## config.mk

```make
export PLATFORM = sky130hd
export DESIGN_NAME = exmem_stage
export DESIGN_NICKNAME = d
export VERILOG_FILES = /design/src/rtl/exmem_stage.sv
export SDC_FILE = /design/constraint.sdc
export NUM_CORES = 1
export LEC_CHECK = 0
export CAP_MARGIN = 5
export CORE_MARGIN = 3
export CORE_UTILIZATION = 25
export DETAILED_ROUTE_END_ITERATION = 10
export DONT_BUFFER_PORTS = 1
export PLACE_DENSITY_LB_ADDON = 0.05
export SLEW_MARGIN = 20
export SYNTH_ARGS = -nofsm -noshare
export SYNTH_HDL_FRONTEND = slang
export SYNTH_SLANG_ARGS = --single-unit
```

## constraint.sdc

```tcl
create_clock -name clk -period 5.2 [get_ports clk]
set_input_delay 1.04 -clock clk [delete_from_list [all_inputs] [get_ports clk]]
set_output_delay 1.04 -clock clk [all_outputs]
set_load 0.02 [all_outputs]
```

## src/rtl/exmem_stage.sv

```systemverilog
// EX/MEM pipeline stage: single-cycle ALU plus a 16-iteration shift-add
// multiplier and restoring divider that stall upstream while they run.
// All outputs except StallOut are registered; StallOut is combinational.
module exmem_stage (
    input  logic        clk,
    input  logic        rst,
    input  logic        ValidIn,
    input  logic [15:0] OP1In,
    input  logic [15:0] OP2In,
    input  logic [15:0] SEImmdIn,
    input  logic [3:0]  ALUOPIn,
    input  logic [15:0] InstructionIn,
    input  logic        flush,
    output logic        StallOut,
    output logic        ValidOut,
    output logic [15:0] ResultOut,
    output logic [15:0] R15Out,
    output logic        R15WriteOut,
    output logic        ZeroOut,
    output logic        DivZeroOut,
    output logic [15:0] InstructionOut,
    output logic [15:0] StoreDataOut
);

    localparam logic [3:0] OP_ADD  = 4'b0000;
    localparam logic [3:0] OP_SUB  = 4'b0001;
    localparam logic [3:0] OP_AND  = 4'b0010;
    localparam logic [3:0] OP_OR   = 4'b0011;
    localparam logic [3:0] OP_XOR  = 4'b0100;
    localparam logic [3:0] OP_SLL  = 4'b0101;
    localparam logic [3:0] OP_SRL  = 4'b0110;
    localparam logic [3:0] OP_ADDI = 4'b0111;
    localparam logic [3:0] OP_MUL  = 4'b1000;
    localparam logic [3:0] OP_DIV  = 4'b1001;

    typedef enum logic [1:0] {
        ST_IDLE = 2'b00,
        ST_MUL  = 2'b01,
        ST_DIV  = 2'b10
    } state_t;

    state_t      state_r;
    state_t      state_nxt_s;
    logic [3:0]  cnt_r;

    // Iterative datapath: hi holds product-high / remainder,
    // lo holds multiplier->product-low / dividend->quotient.
    logic [15:0] acc_hi_r;
    logic [15:0] acc_lo_r;
    logic [15:0] opnd_r;
    logic [15:0] instr_hold_r;
    logic [15:0] store_hold_r;

    logic        is_long_s;
    logic        busy_s;
    logic        accept_long_s;
    logic        final_s;
    logic        single_s;
    logic [15:0] alu_result_s;

    logic [16:0] mul_sum_s;
    logic [16:0] div_shift_s;
    logic [15:0] div_diff_s;
    logic        div_ge_s;
    logic [15:0] step_hi_s;
    logic [15:0] step_lo_s;

    // Single-cycle ALU; all arithmetic unsigned and wrapping at 16 bits.
    function automatic logic [15:0] alu_fn(
        input logic [3:0]  op,
        input logic [15:0] a,
        input logic [15:0] b,
        input logic [15:0] imm
    );
        logic [15:0] r;
        case (op)
            OP_ADD:  r = a + b;
            OP_SUB:  r = a - b;
            OP_AND:  r = a & b;
            OP_OR:   r = a | b;
            OP_XOR:  r = a ^ b;
            OP_SLL:  r = a << b[3:0];
            OP_SRL:  r = a >> b[3:0];
            OP_ADDI: r = a + imm;
            default: r = b;
        endcase
        return r;
    endfunction

    // Decode of the current request and of the iteration step results.
    always_comb begin
        is_long_s     = (ALUOPIn == OP_MUL) || (ALUOPIn == OP_DIV);
        busy_s        = (state_r == ST_MUL) || (state_r == ST_DIV);
        accept_long_s = (state_r == ST_IDLE) && ValidIn && is_long_s && !flush;
        single_s      = (state_r == ST_IDLE) && ValidIn && !is_long_s;
        final_s       = busy_s && (cnt_r == 4'd15) && !flush;
        alu_result_s  = alu_fn(ALUOPIn, OP1In, OP2In, SEImmdIn);

        // Shift-add multiply: add multiplicand when the low bit is set,
        // then shift the 33-bit {carry, hi, lo} right by one.
        mul_sum_s   = {1'b0, acc_hi_r} + (acc_lo_r[0] ? {1'b0, opnd_r} : 17'd0);

        // Restoring divide: shift the next dividend bit into the remainder
        // and subtract the divisor when it fits. A zero divisor always
        // "fits", which naturally yields quotient FFFF and remainder OP1.
        div_shift_s = {acc_hi_r, acc_lo_r[15]};
        div_ge_s    = (div_shift_s >= {1'b0, opnd_r});
        div_diff_s  = div_shift_s[15:0] - opnd_r;

        if (state_r == ST_MUL) begin
            step_hi_s = mul_sum_s[16:1];
            step_lo_s = {mul_sum_s[0], acc_lo_r[15:1]};
        end else begin
            step_hi_s = div_ge_s ? div_diff_s : div_shift_s[15:0];
            step_lo_s = {acc_lo_r[14:0], div_ge_s};
        end
    end

    // Next-state and stall decode; stall drops on reset, flush and the
    // final iteration so upstream advances as the result registers.
    always_comb begin
        state_nxt_s = state_r;
        StallOut    = 1'b0;
        if (!rst) begin
            state_nxt_s = ST_IDLE;
            StallOut    = 1'b0;
        end else if (flush) begin
            state_nxt_s = ST_IDLE;
            StallOut    = 1'b0;
        end else begin
            case (state_r)
                ST_IDLE: begin
                    if (ValidIn && is_long_s) begin
                        state_nxt_s = (ALUOPIn == OP_MUL) ? ST_MUL : ST_DIV;
                        StallOut    = 1'b1;
                    end else begin
                        state_nxt_s = ST_IDLE;
                        StallOut    = 1'b0;
                    end
                end
                ST_MUL, ST_DIV: begin
                    if (cnt_r == 4'd15) begin
                        state_nxt_s = ST_IDLE;
                        StallOut    = 1'b0;
                    end else begin
                        state_nxt_s = state_r;
                        StallOut    = 1'b1;
                    end
                end
                default: begin
                    state_nxt_s = ST_IDLE;
                    StallOut    = 1'b0;
                end
            endcase
        end
    end

    // State register and iteration counter.
    always_ff @(posedge clk) begin
        if (!rst) begin
            state_r <= ST_IDLE;
            cnt_r   <= 4'd0;
        end else begin
            state_r <= state_nxt_s;
            if (flush || !busy_s) begin
                cnt_r <= 4'd0;
            end else begin
                cnt_r <= cnt_r + 4'd1;
            end
        end
    end

    // Operand latch at acceptance and one multiply/divide step per cycle.
    always_ff @(posedge clk) begin
        if (!rst) begin
            acc_hi_r     <= 16'd0;
            acc_lo_r     <= 16'd0;
            opnd_r       <= 16'd0;
            instr_hold_r <= 16'd0;
            store_hold_r <= 16'd0;
        end else if (accept_long_s) begin
            acc_hi_r     <= 16'd0;
            acc_lo_r     <= OP1In;
            opnd_r       <= OP2In;
            instr_hold_r <= InstructionIn;
            store_hold_r <= OP2In;
        end else if (busy_s && !flush) begin
            acc_hi_r <= step_hi_s;
            acc_lo_r <= step_lo_s;
        end else begin
            acc_hi_r <= acc_hi_r;
            acc_lo_r <= acc_lo_r;
        end
    end

    // EX/MEM output register: result, bubble, or flush-cleared flags.
    always_ff @(posedge clk) begin
        if (!rst) begin
            ValidOut       <= 1'b0;
            R15WriteOut    <= 1'b0;
            DivZeroOut     <= 1'b0;
            ZeroOut        <= 1'b0;
            ResultOut      <= 16'd0;
            R15Out         <= 16'd0;
            InstructionOut <= 16'd0;
            StoreDataOut   <= 16'd0;
        end else if (flush) begin
            ValidOut    <= 1'b0;
            R15WriteOut <= 1'b0;
            DivZeroOut  <= 1'b0;
        end else if (final_s) begin
            ValidOut       <= 1'b1;
            R15WriteOut    <= 1'b1;
            DivZeroOut     <= (state_r == ST_DIV) && (opnd_r == 16'd0);
            ResultOut      <= step_lo_s;
            ZeroOut        <= (step_lo_s == 16'd0);
            R15Out         <= step_hi_s;
            InstructionOut <= instr_hold_r;
            StoreDataOut   <= store_hold_r;
        end else if (single_s) begin
            ValidOut       <= 1'b1;
            R15WriteOut    <= 1'b0;
            DivZeroOut     <= 1'b0;
            ResultOut      <= alu_result_s;
            ZeroOut        <= (alu_result_s == 16'd0);
            InstructionOut <= InstructionIn;
            StoreDataOut   <= OP2In;
        end else begin
            ValidOut    <= 1'b0;
            R15WriteOut <= 1'b0;
            DivZeroOut  <= 1'b0;
        end
    end

endmodule

```

==> flow_summary.ini, run 1 <==
[worst_setup_path]
cp.arrival_ps = 5260
crit_family = simple AND/OR/NAND/NOR gates
critPathLaunchType = input port
crit_start = OP2In[0]
crit_end = ZeroOut
cp.required_ps = 5540
critPathMaxFanout = 36
cpPeakStageDelay_ps = 630
r2r-start = store_hold_r[8]
cpMaxStageDelayCell = or4b_2
cp_num_cells = 14
crit_buf_inv = 0
rr_worst_depth = 12
crit_type = input port to flop
end_kind = flop
r2r-end = acc_hi_r[7]
crit_chain = or4_4 -> or4_4 -> or3_1 -> and3_1 -> a221o_1 -> ha_1 -> and3_1 -> o2111ai_1 -> a21boi_0 -> nor2_1 -> or4b_2 -> a32oi_1 -> a21oi_1 -> a21o_1
ff2ff_setup_slack_ps = 1300

[synthesis]
yosys.area_share.simple = 0.212
ys_seq_elements = 138
synthXorXnorAreaFrac = 0.0232
muxShareOfSynthArea = 0.0817
ys.flop_type = dfxtp_1
ys_types = 81
synth_top_family_by_area = compound AO/OA/AOI/OAI gates
synth_area_per_cell_sq_um = 7.68
synth_seq_area_share = 0.244
syn_nets = 1638
synthCells = 1474
yosys.area_share.adder = 0.104
netlist_area_sq_um = 11300
synth_compound_area_frac = 0.273
synth.yosys.warnings = 0
async_reset_ff_frac = 0
synth_edf_count = 0

[routing]
postRouteAntennaNets = 0
post_drt_wl_per_cell_microns = 24.5
dr.pass1.iters = 5
first_iter_violations = 840
drc = 0
drt-total-wl_microns = 49800
via_count = 11000
viasPerCell = 5.40

[place]
place.gp.congestion = 0.895
post-place-cells = 2002
placed_area_sq_um = 12000
preCtsSetupSlack_ps = -69.8
port_buffers = 0
hpwl_microns = 36400

[clock_network]
cts_buffer_depth = 2
clk_latency_ps = 440
postCtsHoldBufs = 0
cts_buffers = 17
tritoncts = built
htree_num_levels = 4
cts_setup_buffers = 0
clk_pin_slew_ps = 70
cts_sinks = 138
post_cts_resized = 0
root_buffer = clkbuf_16

[timing]
fmax_ghz = 0.203
setup_viol = 0
hold_viol = 0
fin_skew_ps = 11.6
period_share = 0.946
drv_slew = 0
setup_ws_ps = 278
worst_hold_slack_ps = 455
grt_setup_unrepaired = false
slew_headroom = 0.252
tightest_slew_ps = 1120
fin_crit_ps = 4920

[finish]
postLayoutCellArea_sq_um = 12600
multi_input_area_sq_um = 7890
layout-drive-gt1-share = 0.0964
fillCellCount = 4889
postLayoutCoreUtil = 0.284
final_nets = 1593
seq_area_sq_um = 2760
finalNonFillerCells = 2036
synthToLayoutAreaGrowth_pct = 11.7

[global_routing]
gr-total-overflow = 0
antenna_found_initial = 3
grt_max_degree = 79
track_usage = 0.204
grt_pass1_wl_microns = 73100
grt_pass1_vias = 10500

[floorplan]
start_util = 0.254
rows = 77
die-area_sq_um = 47900
num_io_pins = 141
die_h_microns = 219
die_x_microns = 219
core_sq_um = 44500

[status]
outcome = complete, no violations

[power_and_ir_drop]
power_density_nw_per_um2 = 244
p_leak_nw = 5.16
max-vdd-ir-drop_uv = 179

[hold_path]
hp-class = flop to flop

[run]
maxCapViolCount = 0
-- cells in the final DEF (no fill, tap or decap), drive strengths merged, types with 10 or more instances in the layout --
cell    instances
nand2         223
dfxtp         138
nor2          110
a21oi         103
ha             89
o21ai          79
inv            76
nand3          51
buf            42
o211a          39
mux2i          35
o211ai         34
nor3           24
mux2           23
and2           21
clkbuf         19
a211oi         18
a21boi         17
xnor2          16
o21a           14
mux4           14
xor2           14
a31oi          14
nor2b          13
a32oi          13
a21o           13
nand2b         13
a221o          12
nor4           12
or3            11
and3           11
o22ai          10
o31ai          10
-- logic make-up (layout without fill, tap and decap cells) --
| group | Yosys count | count (layout) |
|---|---|---|
| AOI/OAI and AO/OA | 441 | 441 |
| xor gates and xnor gates | 30 | 30 |
| adders and majority gates | 92 | 92 |
| buffers and inverters | 180 | 148 |
| DFF | 138 | 138 |
| muxes | 72 | 72 |
| other | 0 | 2 |
| and+or+nand+nor | 521 | 521 |
-- registers in the layout, indices dropped and copies added (netlist names), 4 cells and up --
register / cells
StoreDataOut: 16
acc_lo_r: 16
acc_hi_r: 16
InstructionOut: 16
store_hold_r: 16
R15Out: 16
instr_hold_r: 16
ResultOut: 16
cnt_r: 4
-- metal layers --
layer,track usage,vias up,share of wire
li1,-,5276,-
met1,0.303,5365,0.49
met2,0.309,313,0.43
met3,0.0375,33,0.062
met4,0.0380,0,0.014
met5,0,-,0
-- metrics by stage --
step,setup TNS (ps),total power [mW]
floorplan,0,1.57
global placement,-27.8,1.72
detailed placement,-76.3,1.72
CTS,0,3.12
global route,0,3.23
finish,0,3.08
-- how the worst min path moves through the flow --
stage	start	endpoint	slack, ps	cells after the start
3_5_place_dp	instr_hold_r[0]	instr_hold_r[0]	450	2
6_report	instr_hold_r[0]	instr_hold_r[0]	450	2
2_1_floorplan	cnt_r[0]	cnt_r[0]	420	1
5_1_grt	instr_hold_r[6]	instr_hold_r[6]	470	2
4_1_cts	instr_hold_r[0]	instr_hold_r[0]	460	2
3_3_place_gp	instr_hold_r[10]	instr_hold_r[10]	440	2
-- area by class of cell --
| cell class | instances | share of cell area |
|---|---|---|
| diodes | 2 | 0.000396 |
| clock buffers | 19 | 0.0350 |
| clock inverters | 13 | 0.0163 |
| inverters | 74 | 0.0220 |
| multi-input cells | 1156 | 0.624 |
| flip-flops and latches | 138 | 0.219 |
| well taps | 592 | 0.0586 |
| repair buffers | 42 | 0.0249 |
-- synth_stat cells, types with 14 or more instances --
cell type	number	area (sq um)
nand2_1	223	837
dfxtp_1	138	2760
nor2_1	110	413
a21oi_1	103	515
ha_1	89	1110
clkbuf_1	80	300
o21ai_0	78	390
inv_1	70	263
nand3_1	51	255
o211a_1	39	390
mux2i_1	35	350
o211ai_1	34	255
mux2_2	23	259
nor3_1	23	115
and2_1	21	131
a211oi_1	17	128
a21boi_0	17	128
xnor2_1	16	140
mux4_2	14	315
o21a_1	14	105
xor2_1	14	123
-- report_power, final --
part | leakage [nW] | switching, mW | internal (mW) | total (mW)
combinational | 3.72 | 0.323 | 0.229 | 0.552
sequential | 1.12 | 0.0580 | 1.09 | 1.15
clock | 0.318 | 0.550 | 0.832 | 1.38
-- worst min-delay path, delay by kind of cell (launching register included) --
kind / cells / cell delay, ps
AOI/OAI and AO/OA: 1 / 50
DFF: 1 / 310
and+or+nand+nor: 1 / 50
No activity file was read; power rests on OpenSTA's default activity.
==> run 2, diff against run 1 <==
Settings changed: CELL_PAD_IN_SITES_DETAIL_PLACEMENT from default to 0, CELL_PAD_IN_SITES_GLOBAL_PLACEMENT from default to 1, CORE_UTILIZATION 25 to 44, GPL_TIMING_DRIVEN from default to 0.
==> flow_summary.ini, run 2 (synthesized netlist as in run 1, its figures left out) <==
[status]
outcome = complete, no violations

[worst_setup_path]
critPathMaxFanout = 10
end_kind = flop
cp.required_ps = 5570
crit_chain = clkbuf_1 -> or4b_4 -> nand2b_2 -> clkbuf_4 -> o31ai_1 -> a221o_1 -> ha_1 -> a21o_1 -> or3_1 -> o21ai_0 -> xor2_1 -> o2111ai_1 -> a2111oi_2 -> nand4_1 -> a2111oi_2 -> a21o_1
cpMaxStageDelayCell = or4b_4
crit_type = input port to flop
cp.arrival_ps = 5490
cpPeakStageDelay_ps = 660
critPathLaunchType = input port

[power_and_ir_drop]
p_clk_frac = 0.410
intPower_mw = 1.99
power_density_nw_per_um2 = 241
power.switching_uw = 986
seqPwrFrac = 0.384
comb_power_share = 0.206
power.share.switching = 0.331
p_leak_nw = 5.11
max-vdd-ir-drop_uv = 217

[hold_path]
hp-class = flop to flop

[floorplan]
die_x_microns = 166
core_sq_um = 25300
num_io_pins = 141
rows = 58
die-area_sq_um = 27700
die_h_microns = 166
start_util = 0.448

[routing]
drc = 0
drt-total-wl_microns = 46100
via_count = 11700
routed.top_layer = met4
wl_met3_microns = 4770
dr.pass1.iters = 7
postRouteAntennaNets = 0
post_drt_wl_per_cell_microns = 25.1
wl_met2_microns = 18500
first_iter_violations = 1368
wl_met1_microns = 21900
viasPerCell = 6.35

[finish]
synthToLayoutAreaGrowth_pct = 9.43
postLayoutCoreUtil = 0.490
layout_common_cells = nand2_1 (223), dfxtp_1 (138), nor2_1 (110)
finalNonFillerCells = 1836
layout_commonest_cell = nand2_1
diodes = 0
final_nets = 1657
layout-drive-gt1-share = 0.0803

[place]
preCtsSetupSlack_ps = -1240
hpwl_microns = 35600
place.gp.congestion = 1.02
port_buffers = 0
post-place-cells = 1804

[clock_network]
cts_sinks = 138
htree_num_levels = 4
cts_buffers = 17
clk_latency_ps = 430
postCtsHoldBufs = 0
clk_pin_slew_ps = 70
root_buffer = clkbuf_16
cts_buffer_depth = 2
tritoncts = built

[timing]
setup_viol = 0
worst_hold_slack_ps = 458
fin_skew_ps = 14.3
drv_slew = 0
period_share = 0.983
tightest_slew_ps = 974
hold_viol = 0
setup_ws_ps = 87.4
grt_setup_unrepaired = true
slew_headroom = 0.342
fmax_ghz = 0.196
fin_crit_ps = 5110

[global_routing]
grt_pass1_vias = 10700
track_usage = 0.321
grt_max_degree = 17
grt_pass1_wl_microns = 68500
gr-total-overflow = 0
antenna_found_initial = 0

[run]
maxCapViolCount = 0
-- run 2: final timing paths --
path / startpoint / to / slack [ps] / cells after the start
worst max-delay path: ALUOPIn[3] / ZeroOut / 90 / 16
worst max register to register: acc_lo_r[0] / R15Out[14] / 1260 / 13
worst min register to register: instr_hold_r[12] / instr_hold_r[12] / 460 / 2
worst min-delay path: instr_hold_r[12] / instr_hold_r[12] / 460 / 2
-- run 2: what timing repair did --
| item | CTS | global route |
|---|---|---|
| gates resized for setup | 12 | 13 |
| cloned | 0 | 0 |
| buffers inserted | 0 | 1 |
| pin swaps | 0 | 3 |
| setup endpoints to repair | 9 | 4 |
-- run 2: area by class of cell --
cell class	instances	area [sq um]
inverter	74	280
tap	330	413
timing repair buffer	1	7.51
multi-input combinational	1156	7900
clock inverter	14	150
fill	2608	12900
buffer	105	445
clock buffer	18	429
sequential	138	2760
-- run 2: power by group through the flow --
stage	Clock [mW]	Combinational [mW]	Sequential, mW
floorplan	0	0.412	1.16
global placement	0	0.581	1.17
detailed placement	0	0.582	1.17
CTS	1.23	0.591	1.14
global route	1.29	0.661	1.15
finish	1.22	0.615	1.14
-- run 2: per-stage QoR --
stage	power, mW	area, sq um	TNS [ps]
final	2.98	12400	0
after global routing	3.10	12400	-9.45
after CTS	2.97	12400	0
after detailed placement	1.75	11700	-9090
after global placement	1.75	11700	-8830
after floorplan	1.57	11300	0
-- run 2: per-layer routing --
| metal | global-route usage | up-vias |
|---|---|---|
| met4 | 0.0681 | 0 |
| li1 | - | 5423 |
| met3 | 0.0971 | 66 |
| met2 | 0.445 | 554 |
| met5 | 0 | - |
| met1 | 0.487 | 5612 |
-- run 2: worst max-delay path: cells and delay by family --
kind / cells / cell delay [ps]
buf+inv: 2 / 460
compound gates: 8 / 1890
fa+ha+maj: 1 / 320
simple gates: 4 / 1390
xor+xnor: 1 / 390
